### config.mk
export PLATFORM = sky130hd
export DESIGN_NAME = template_core
export DESIGN_NICKNAME = d
export VERILOG_FILES = /design/src/rtl/template_core.sv
export SDC_FILE = /design/constraint.sdc
export NUM_CORES = 1
export LEC_CHECK = 0
export CORE_MARGIN = 4
export CORE_UTILIZATION = 38
export DETAILED_ROUTE_END_ITERATION = 6
export PLACE_DENSITY = 0.63
export SYNTH_ARGS = -nofsm -noshare
export SYNTH_HDL_FRONTEND = slang
export SYNTH_SLANG_ARGS = --single-unit
### constraint.sdc
create_clock -name clk -period 2.2 [get_ports clk]
set_input_delay 0.44 -clock clk [delete_from_list [all_inputs] [get_ports clk]]
set_output_delay 0.44 -clock clk [all_outputs]
set_load 0.1 [all_outputs]
### src/rtl/template_core.sv
// Single-cycle registered N-bit two-operand ALU with result, valid, zero and illegal-op flags.
// Optional multiply (op 10) is built only when TEMPLATE_MUL_EN is defined.
module template_core #(
  parameter int N = 32
) (
  input  logic         clk,
  input  logic         rst_n,
  input  logic         in_valid,
  input  logic [3:0]   op,
  input  logic [N-1:0] inputX,
  input  logic [N-1:0] inputY,
  output logic [N-1:0] outputZ,
  output logic         out_valid,
  output logic         zero,
  output logic         illegal
);

  localparam int SW = $clog2(N);

  localparam logic [3:0] OP_ADD  = 4'd0;
  localparam logic [3:0] OP_SUB  = 4'd1;
  localparam logic [3:0] OP_AND  = 4'd2;
  localparam logic [3:0] OP_OR   = 4'd3;
  localparam logic [3:0] OP_XOR  = 4'd4;
  localparam logic [3:0] OP_SLL  = 4'd5;
  localparam logic [3:0] OP_SRL  = 4'd6;
  localparam logic [3:0] OP_SRA  = 4'd7;
  localparam logic [3:0] OP_SLT  = 4'd8;
  localparam logic [3:0] OP_SLTU = 4'd9;
`ifdef TEMPLATE_MUL_EN
  localparam logic [3:0] OP_MUL  = 4'd10;
`endif

  logic [N-1:0]  result_q, result_d;
  logic          valid_q;
  logic          zero_q, zero_d;
  logic          illegal_q, illegal_d;
  logic [SW-1:0] shamt;
  logic          unused_shamt_hi;

  // Only the low log2(N) bits select the shift distance; the rest are don't-care.
  assign shamt           = inputY[SW-1:0];
  assign unused_shamt_hi = ^inputY[N-1:SW];

  always_comb begin
    // NOTE: every output of this block gets a default first so no path infers a latch.
    result_d  = '0;
    illegal_d = 1'b0;
    unique case (op)
      OP_ADD:  result_d = inputX + inputY;
      OP_SUB:  result_d = inputX - inputY;
      OP_AND:  result_d = inputX & inputY;
      OP_OR:   result_d = inputX | inputY;
      OP_XOR:  result_d = inputX ^ inputY;
      OP_SLL:  result_d = inputX << shamt;
      OP_SRL:  result_d = inputX >> shamt;
      OP_SRA:  result_d = $signed(inputX) >>> shamt;
      OP_SLT:  result_d = {{(N-1){1'b0}}, ($signed(inputX) < $signed(inputY))};
      OP_SLTU: result_d = {{(N-1){1'b0}}, (inputX < inputY)};
`ifdef TEMPLATE_MUL_EN
      OP_MUL:  result_d = inputX * inputY;
`endif
      default: illegal_d = 1'b1;
    endcase
    zero_d = (result_d == '0);
  end

  // NOTE: sequential state uses non-blocking assignments so all registers update together.
  always_ff @(posedge clk or negedge rst_n) begin
    if (!rst_n) begin
      result_q  <= '0;
      valid_q   <= 1'b0;
      zero_q    <= 1'b1;
      illegal_q <= 1'b0;
    end else begin
      valid_q <= in_valid;
      if (in_valid) begin
        result_q  <= result_d;
        zero_q    <= zero_d;
        illegal_q <= illegal_d;
      end
    end
  end

  assign outputZ   = result_q;
  assign out_valid = valid_q;
  assign zero      = zero_q;
  assign illegal   = illegal_q;

endmodule

# After elaboration in Yosys (flattened, before gate mapping)
# Index checks and enable logic that the tools add are counted.
dict set report classes {
  add_sub_neg 2
  multipliers 0
  div 0
  magnitude_cmp 2
  eq_ne 9
  shifts 3
  mux 2
  n_bitwise 3
  reduce_logical 3
}
# operator count
set ops {}
lappend ops {{$pmux W32 S10} 1}
lappend ops {{$lt A32 B32 Y1} 2}
lappend ops {{$add A32 B32 Y32} 1}
lappend ops {{$and A32 B32 Y32} 1}
lappend ops {{$logic_not A32 Y1} 1}
lappend ops {{$or A32 B32 Y32} 1}
lappend ops {{$shl A32 B5 Y32} 1}
lappend ops {{$shr A32 B5 Y32} 1}
lappend ops {{$sshr A32 B5 Y32} 1}
lappend ops {{$sub A32 B32 Y32} 1}
lappend ops {{$xor A32 B32 Y32} 1}
lappend ops {{$eq A4 B3 Y1 const B} 4}
lappend ops {{$reduce_or A10 Y1} 1}
lappend ops {{$eq A4 B2 Y1 const B} 2}
lappend ops {{$eq A4 B4 Y1 const B} 2}
lappend ops {{$eq A4 B1 Y1 const B} 1}
lappend ops {{$logic_not A4 Y1} 1}
lappend ops {{$mux W1} 1}
dict set report word_totals {
  ff_bits 35
  latch_bits 0
  ramBits 0
  romBits 0
  input_bits 71
  out_inout_bits 35
  elab_cells 28
  mem_count 0
}

# Longest topological paths before layout
# Gate-level depths: netlist of run 1.
dict set report depth {
  ltp_word 3
  depth_mapped 17
}

# Worst setup path after synthesis of run 1
# OpenSTA, ideal clock, no wires.
dict set report synth_timing {
  kind {input to register}
  start {in inputY[1]}
  end {reg zero_q, in the netlist zero}
  arrival_ns 4.451
  required_time_ns 2.111
  slack_ns -2.340
  stages 16
  path_buffers 3
  path_cell_list {inv_1 > clkbuf_1 > buf_1 > clkbuf_1 > ha_1 > o21ba_1 > a2111o_1 > a211oi_2 > a211oi_1 > nand2_1 > o211ai_1 > a221o_1 > or4_1 > nor4_1 > nand4b_1 > o32ai_2}
}
dict set report synth_between {
  elab_chain_len 3
  elab_cells_between_ends 12
}
# element line
set synth_lines {}
lappend synth_lines {{start: declaration} 11} ;# input logic [N-1:0] inputY,
lappend synth_lines {{$sub A32 B32 Y32 (tied with other cells)} 51} ;# OP_SUB: result_d = inputX - inputY;
lappend synth_lines {{$pmux W32 S10 (*)} 49} ;# unique case (op)
lappend synth_lines {{$logic_not A32 Y1 (*)} 65} ;# zero_d = (result_d == '0);
lappend synth_lines {{end signal: assignment} 79} ;# zero_q <= zero_d;
lappend synth_lines {{end: declaration} 36} ;# logic zero_q, zero_d;
# Every way passes the cells marked *; elsewhere a longest branch is shown, timed or not.
# A chain may end at the register's enable or synchronous reset.

# Worst setup path in the final report of run 1
dict set report layout_timing {
  start {in inputY[0]}
  end {reg zero_q, in the netlist zero}
}
# The elaborated chain is that of the path after synthesis.

==> flow_summary.yaml, run 1 <==
worst_setup_path:
  reg2reg_depth: 2
  end_kind: "register"
  crit_end: "zero"
  rrSetupSlack_ns: 1.33
  critPathMaxFanout: 3
  reg2reg_to: "outputZ[11]"
  cp.required_ns: 2.40
  startpoint: "inputY[0]"
  cp_data_arrival_time_ns: 4.05
  startpoint_type: "input port"
  r2r-start: "outputZ[11]"
  crit_type: "in -> reg"
hold_path:
  hold_class: "in -> async"
timing:
  rsz0062_at_grt: "true"
  fin_crit_ns: 3.85
  fin_worst_skew_ns: 0
  drv_slew: 0
  setup_viol: 33
  max_slew_margin: 0.458
  hold_violations: 0
  fmax_mhz: 260
  setup_ws_ns: -1.65
  max_slew.worst_pin.slew_ns: 0.813
  min_period_over_period: 1.75
flow_run:
  cap_violations: 0
cells_and_area:
  postLayoutCellArea_sq_um: 21000
  layout-area-overhead-vs-synth_pct: 81.2
  utilization: 0.703
  drive_above_1_share: 0.522
  num_antenna_cells: 0
  nNetsFinal: 2539
  num-fill-cells: 2446
clocking:
  root_buffer: "clkbuf_16"
  path_clk_slew_ns: 0.06
  h-tree-depth: 2
  holdBufCountCts: 0
  clk_latency_ns: 0.28
  cts.sinks: 35
  cts_buffer_depth: 2
  cts_tree: "done"
  numCtsBuffers: 5
synth:
  synth_area_leader_cell: "ha_1"
  synth_area_leaders: "ha_1 (11%), mux4_2 (9.0%), dfrtp_1 (7.4%)"
  synth_top_area_frac: 0.106
  synthTopCellsByCount: "nand2_1 (164), nor2_1 (139), a21oi_1 (122)"
  syn_nets: 1788
  synthMostInstantiatedCell: "nand2_1"
  syn_inst: 1617
  synthFlopType: "dfrtp_1"
  ys_seq_area_frac: 0.0758
  ys_ff_latch: 35
  syn_avg_cell_area_sq_um: 7.15
  synth_area_sq_um: 11600
  synth_edf_count: 0
  synth_cell_type_count: 93
  synth_warnings: 0
  synth-async-reset-ratio: 1.00
drt:
  drc: 0
  drt-wirelength-per-cell_microns: 27.3
  viasPerCell: 6.41
  drt-total-wl_microns: 75300
  drtIter0Drc: 2276
  ant_nets: 0
  vias: 17700
  drtPass1Iterations: 7
grt:
  grt_pass1_vias: 17300
  antenna_found_initial: 3
  grt_start_max_net_pins: 51
  grt_pass1_wl_microns: 110000
  track_usage: 0.431
  grt.overflow.total: 0
power:
  peakVddDrop_v: 0.000355
  power.density_nw_per_um2: 374
  power.leakage_nw: 9.52
floorplanning:
  start_util: 0.388
  dieArea_sq_um: 33300
  rows: 63
  die_x_microns: 182
  ios: 106
  core-area_sq_um: 29800
  die-height_microns: 182
placement:
  io_buffers: 105
  placement.cell_area_sq_um: 17700
  dp_hpwl_microns: 58700
  globalplace.congestion: 1.09
outcome:
  violations: "setup timing"
  outcome: "complete, but fails checks"
registers in the layout (all words and copies together), names as in the netlist:
| name | cells |
|---|---|
| outputZ | 32 |
| illegal | 1 |
| out_valid | 1 |
| zero | 1 |
metrics by stage:
stage / power [W] / hold slack (ns) / setup WS, ns / std cells / setup TNS, ns
floorplan: 0.00342 / 0.144 / -1.66 / 1617 / -23.65
global placement: 0.00584 / 0.464 / -2.61 / 2635 / -52.60
detailed placement: 0.00588 / 0.477 / -2.68 / 2635 / -53.67
CTS: 0.00752 / 0.265 / -1.74 / 2752 / -27.77
global route: 0.00810 / 0.308 / -1.77 / 2759 / -30.62
finish: 0.00784 / 0.243 / -1.65 / 2759 / -28.21
power breakdown:
part | switching (W) | internal, W | leakage, nW | total (W)
clock network | 0.000281 | 0.000563 | 0.0868 | 0.000844
logic | 0.00351 | 0.00270 | 9.00 | 0.00622
registers | 0.0000532 | 0.000730 | 0.437 | 0.000783
critical path, stage by stage:
cell	delay, ns
buf_12	0.11
ha_4	0.16
fa_2	0.39
o21ba_4	0.20
or4_4	0.57
buf_12	0.16
a21oi_4	0.21
nor4_4	0.09
or2_4	0.26
o31a_1	0.28
buf_6	0.14
a211oi_2	0.17
nand4_1	0.16
nor4_4	0.32
nand4b_1	0.15
o32ai_2	0.22
routing by layer:
metal | global-route usage | up-vias | share of wire
met5 | 0 | - | 0.00061
met1 | 0.557 | 8520 | 0.38
met4 | 0.221 | 6 | 0.070
met2 | 0.678 | 1259 | 0.44
met3 | 0.0947 | 291 | 0.11
li1 | - | 7613 | -
what timing repair did:
action,in CTS,in global routing
resized for setup,505,110
pin swaps,120,74
endpoints found under the setup margin,33,33
cloned,3,0
setup buffers,121,29
area by class of cell:
type | instances | area (sq um) | share of cell area
multi-input combinational | 1329 | 11600 | 0.555
timing repair buffer | 884 | 7330 | 0.350
sequential | 35 | 877 | 0.0419
tap | 390 | 488 | 0.0233
inverter | 113 | 468 | 0.0223
clock buffer | 6 | 139 | 0.00663
clock inverter | 2 | 35.0 | 0.00167
layout by cell type, fill, tap and decap left out, types with 23 or more instances in the layout:
cell / synthesis / routed
buf_4: 4 / 719
nand2_1: 164 / 156
nor2_1: 139 / 129
a21oi_1: 122 / 92
inv_1: 109 / 82
buf_6: 1 / 65
ha_1: 98 / 64
o21ai_0: 79 / 49
mux4_2: 46 / 46
o211ai_1: 38 / 38
dfrtp_1: 34 / 34
nor3_1: 44 / 33
mux2i_1: 42 / 32
a21oi_2: 0 / 28
nand3_1: 34 / 28
ha_4: 0 / 26
dlygate4sd2_1: 0 / 25
o21ai_1: 12 / 23
worst min path at each step:
stage          slack (ns)        start          end
4_1_cts              0.27        rst_n  outputZ[10]
3_3_place_gp         0.46      illegal      illegal
6_report             0.24        rst_n   outputZ[3]
2_1_floorplan        0.14        rst_n      illegal
5_1_grt              0.31        rst_n  outputZ[10]
3_5_place_dp         0.48  outputZ[28]  outputZ[28]
cells by family after synthesis:
logic type | after synthesis | share of synthesized area
AO/OA/AOI/OAI | 549 | 0.329
AND/OR/NAND/NOR | 545 | 0.228
buffers and inverters | 253 | 0.0869
multiplexers | 127 | 0.165
adder cells (fa/ha/maj) | 100 | 0.110
flip-flops | 35 | 0.0759
XOR/XNOR | 8 | 0.00606
Power figures use the tool's default switching activity.
==> run 2, diff against run 1 <==
- ABC_AREA: unset -> 0
==> results of run 2 <==
Final layout, timing and power as in run 1 (identical DEF).
==> run 3, diff against run 2 <==
- ABC_AREA: 0 -> 1
- PLACE_DENSITY: 0.63 -> 0.62
==> run 3 against run 2 <==
The flow still finishes with violations (setup timing). Fmax grew 48%. Via count grew 7.7%. Final cell count grew 25%. Synthesized cell count grew 45%. First-iteration DRC count shrank 21%. Sequential share of layout area shrank 0.21 points. Global-route usage shrank 3.7 points. Synthesized area grew 4.0%. Clock skew is the same. Critical endpoint unchanged. Largest power group unchanged.
==> flow_summary.yaml, run 3 <==
drt:
  vias: 19100
  ant_nets: 0
  drt-wirelength-per-cell_microns: 21.0
  wl_met1_microns: 29200
  drc: 0
  drtIter0Drc: 1787
  wl_met2_microns: 32900
  dr_wl_met3_microns: 6150
  viasPerCell: 5.54
  drt-total-wl_microns: 72200
  drtPass1Iterations: 5
  routed.top_layer: "met4"
clocking:
  h-tree-depth: 2
  cts_buffer_depth: 2
  cts.sinks: 35
  root_buffer: "clkbuf_16"
  path_clk_slew_ns: 0.05
  numCtsBuffers: 5
  clk_latency_ns: 0.28
  cts_tree: "done"
synth:
  synthMostInstantiatedCell: "nand2_1"
  synth_warnings: 0
  ys_ff_latch: 35
  syn_avg_cell_area_sq_um: 5.14
  synth_cell_type_count: 49
  synthTopCellsByCount: "nand2_1 (783), nand3_1 (436), inv_1 (331)"
  synth_edf_count: 0
  synth_area_leader_cell: "nand2_1"
  ys_seq_area_frac: 0.0729
  syn_nets: 2513
  synth-async-reset-ratio: 1.00
  synth_area_sq_um: 12000
  syn_inst: 2342
  synth_top_area_frac: 0.244
  synthFlopType: "dfrtp_1"
  synth_area_leaders: "nand2_1 (24%), nand3_1 (18%), inv_1 (10%)"
power:
  power.leakage_nw: 11.7
  peakVddDrop_v: 0.000321
  swShare: 0.525
  p_sw_w: 0.00406
  power_w: 0.00773
  sequentialPowerShare: 0.100
  power.density_nw_per_um2: 351
  p_comb_frac: 0.810
  internal_power_w: 0.00367
  p_clk_frac: 0.090
cells_and_area:
  nNetsFinal: 3212
  mostFrequentLayoutCell: "buf_4"
  num_antenna_cells: 0
  utilization: 0.713
  final_cells: 3438
  largest_reg_flops: 32
  layout-area-overhead-vs-synth_pct: 83.3
  mostFrequentLayoutCells: "buf_4 (639), nand2_1 (536), nand3_1 (349), inv_1 (216), nand2_2 (206)"
  drive_above_1_share: 0.520
timing:
  min_period_over_period: 1.18
  fmax_mhz: 384
  drv_slew: 0
  setup_viol: 28
  fin_crit_ns: 2.60
  rsz0062_at_grt: "true"
  finalSetupTns_ns: -4.07
  hold_violations: 0
  max_slew.worst_pin.slew_ns: 0.457
  max_slew_margin: 0.695
  hold_ws_ns: 0.473
  fin_worst_skew_ns: 0
  setup_ws_ns: -0.404
worst_setup_path:
  cp.required_ns: 2.43
  crit_type: "in -> reg"
  startpoint_type: "input port"
  cp_data_arrival_time_ns: 2.83
  end_kind: "register"
  critPathMaxFanout: 4
flow_run:
  cap_violations: 0
floorplanning:
  ios: 106
  die-height_microns: 186
  core-area_sq_um: 30900
  rows: 64
  dieArea_sq_um: 34600
  start_util: 0.389
  die_x_microns: 186
grt:
  grt_pass1_wl_microns: 104000
  grt.overflow.total: 0
  grt_start_max_net_pins: 66
  track_usage: 0.395
  antenna_found_initial: 0
  grt_pass1_vias: 18100
placement:
  io_buffers: 105
  dp_hpwl_microns: 56900
  post-place-cells: 3314
  globalplace.congestion: 1.02
outcome:
  violations: "setup timing"
  outcome: "complete, but fails checks"
hold_path:
  hold_class: "reg -> reg"
run 3: worst paths after layout:
| check | startpoint | to | slack, ns | cells past startpoint |
|---|---|---|---|---|
| worst min-delay path | zero | zero | 0.47 | 2 |
| worst min register to register | zero | zero | 0.47 | 2 |
| worst max-delay path | inputY[0] | zero | -0.40 | 19 |
| min in group asynchronous | rst_n | outputZ[29] | 0.57 | 2 |
| max in group asynchronous | rst_n | zero | 1.29 | 2 |
| worst max register to register | zero | zero | 1.49 | 2 |
run 3: final cells by class:
| cell class | instances | area (sq um) |
|---|---|---|
| multi-input cells | 1858 | 12400 |
| inverters | 346 | 1360 |
| flip-flops and latches | 35 | 877 |
| clock buffers | 7 | 133 |
| repair buffers | 795 | 6750 |
| clock inverters | 1 | 5.00 |
| well taps | 396 | 495 |
| fillers | 2642 | 8860 |
run 3: what timing repair did:
item,in CTS,in global routing
endpoints found under the hold margin,0,0
setup endpoints to repair,33,33
resized for setup,935,385
hold buffers,0,0
buffers inserted,98,25
pin swaps,213,226
cloned,4,0
run 3: layer usage:
layer | vias to the layer above | track usage
met5 | - | 0
met4 | 0 | 0.148
li1 | 8856 | -
met3 | 217 | 0.0469
met2 | 990 | 0.654
met1 | 8990 | 0.527
run 3: through the flow:
| step | setup WS, ns | area (sq um) |
|---|---|---|
| global placement | -1.68 | 17400 |
| finish | -0.404 | 22000 |
| detailed placement | -1.72 | 17400 |
| global route | -0.484 | 22000 |
| CTS | -0.389 | 20600 |
| floorplan | -0.295 | 12200 |
run 3: logic make-up after synthesis:
| group | synth area share |
|---|---|
| AOI/OAI and AO/OA | 0.0881 |
| DFF | 0.0729 |
| and+or+nand+nor | 0.575 |
| buffers and inverters | 0.158 |
| xor gates and xnor gates | 0.000728 |
| adders and majority gates | 0.105 |
run 3: power by group through the flow:
stage	sequential [W]	combinational, W	clock, W
final	0.000770	0.00627	0.000697
after global routing	0.000778	0.00659	0.000727
after CTS	0.000770	0.00564	0.000700
after detailed placement	0.000779	0.00471	0
after global placement	0.000778	0.00469	0
after floorplan	0.00136	0.00192	0
run 3: worst max-delay path, stage by stage:
cell and delay (ns):
buf_12 0.11, ha_4 0.16, inv_4 0.05, fa_2 0.27, inv_2 0.07, nand2_2 0.07
nand3b_1 0.18, or2_0 0.28, nand3_1 0.09, nand2_2 0.07, nor2_4 0.18, nand2_2 0.11
nor2_4 0.13, nand2_1 0.08, nor2_2 0.16, nand2_2 0.09, nor2_4 0.15, nand3_2 0.08
nand2_1 0.06
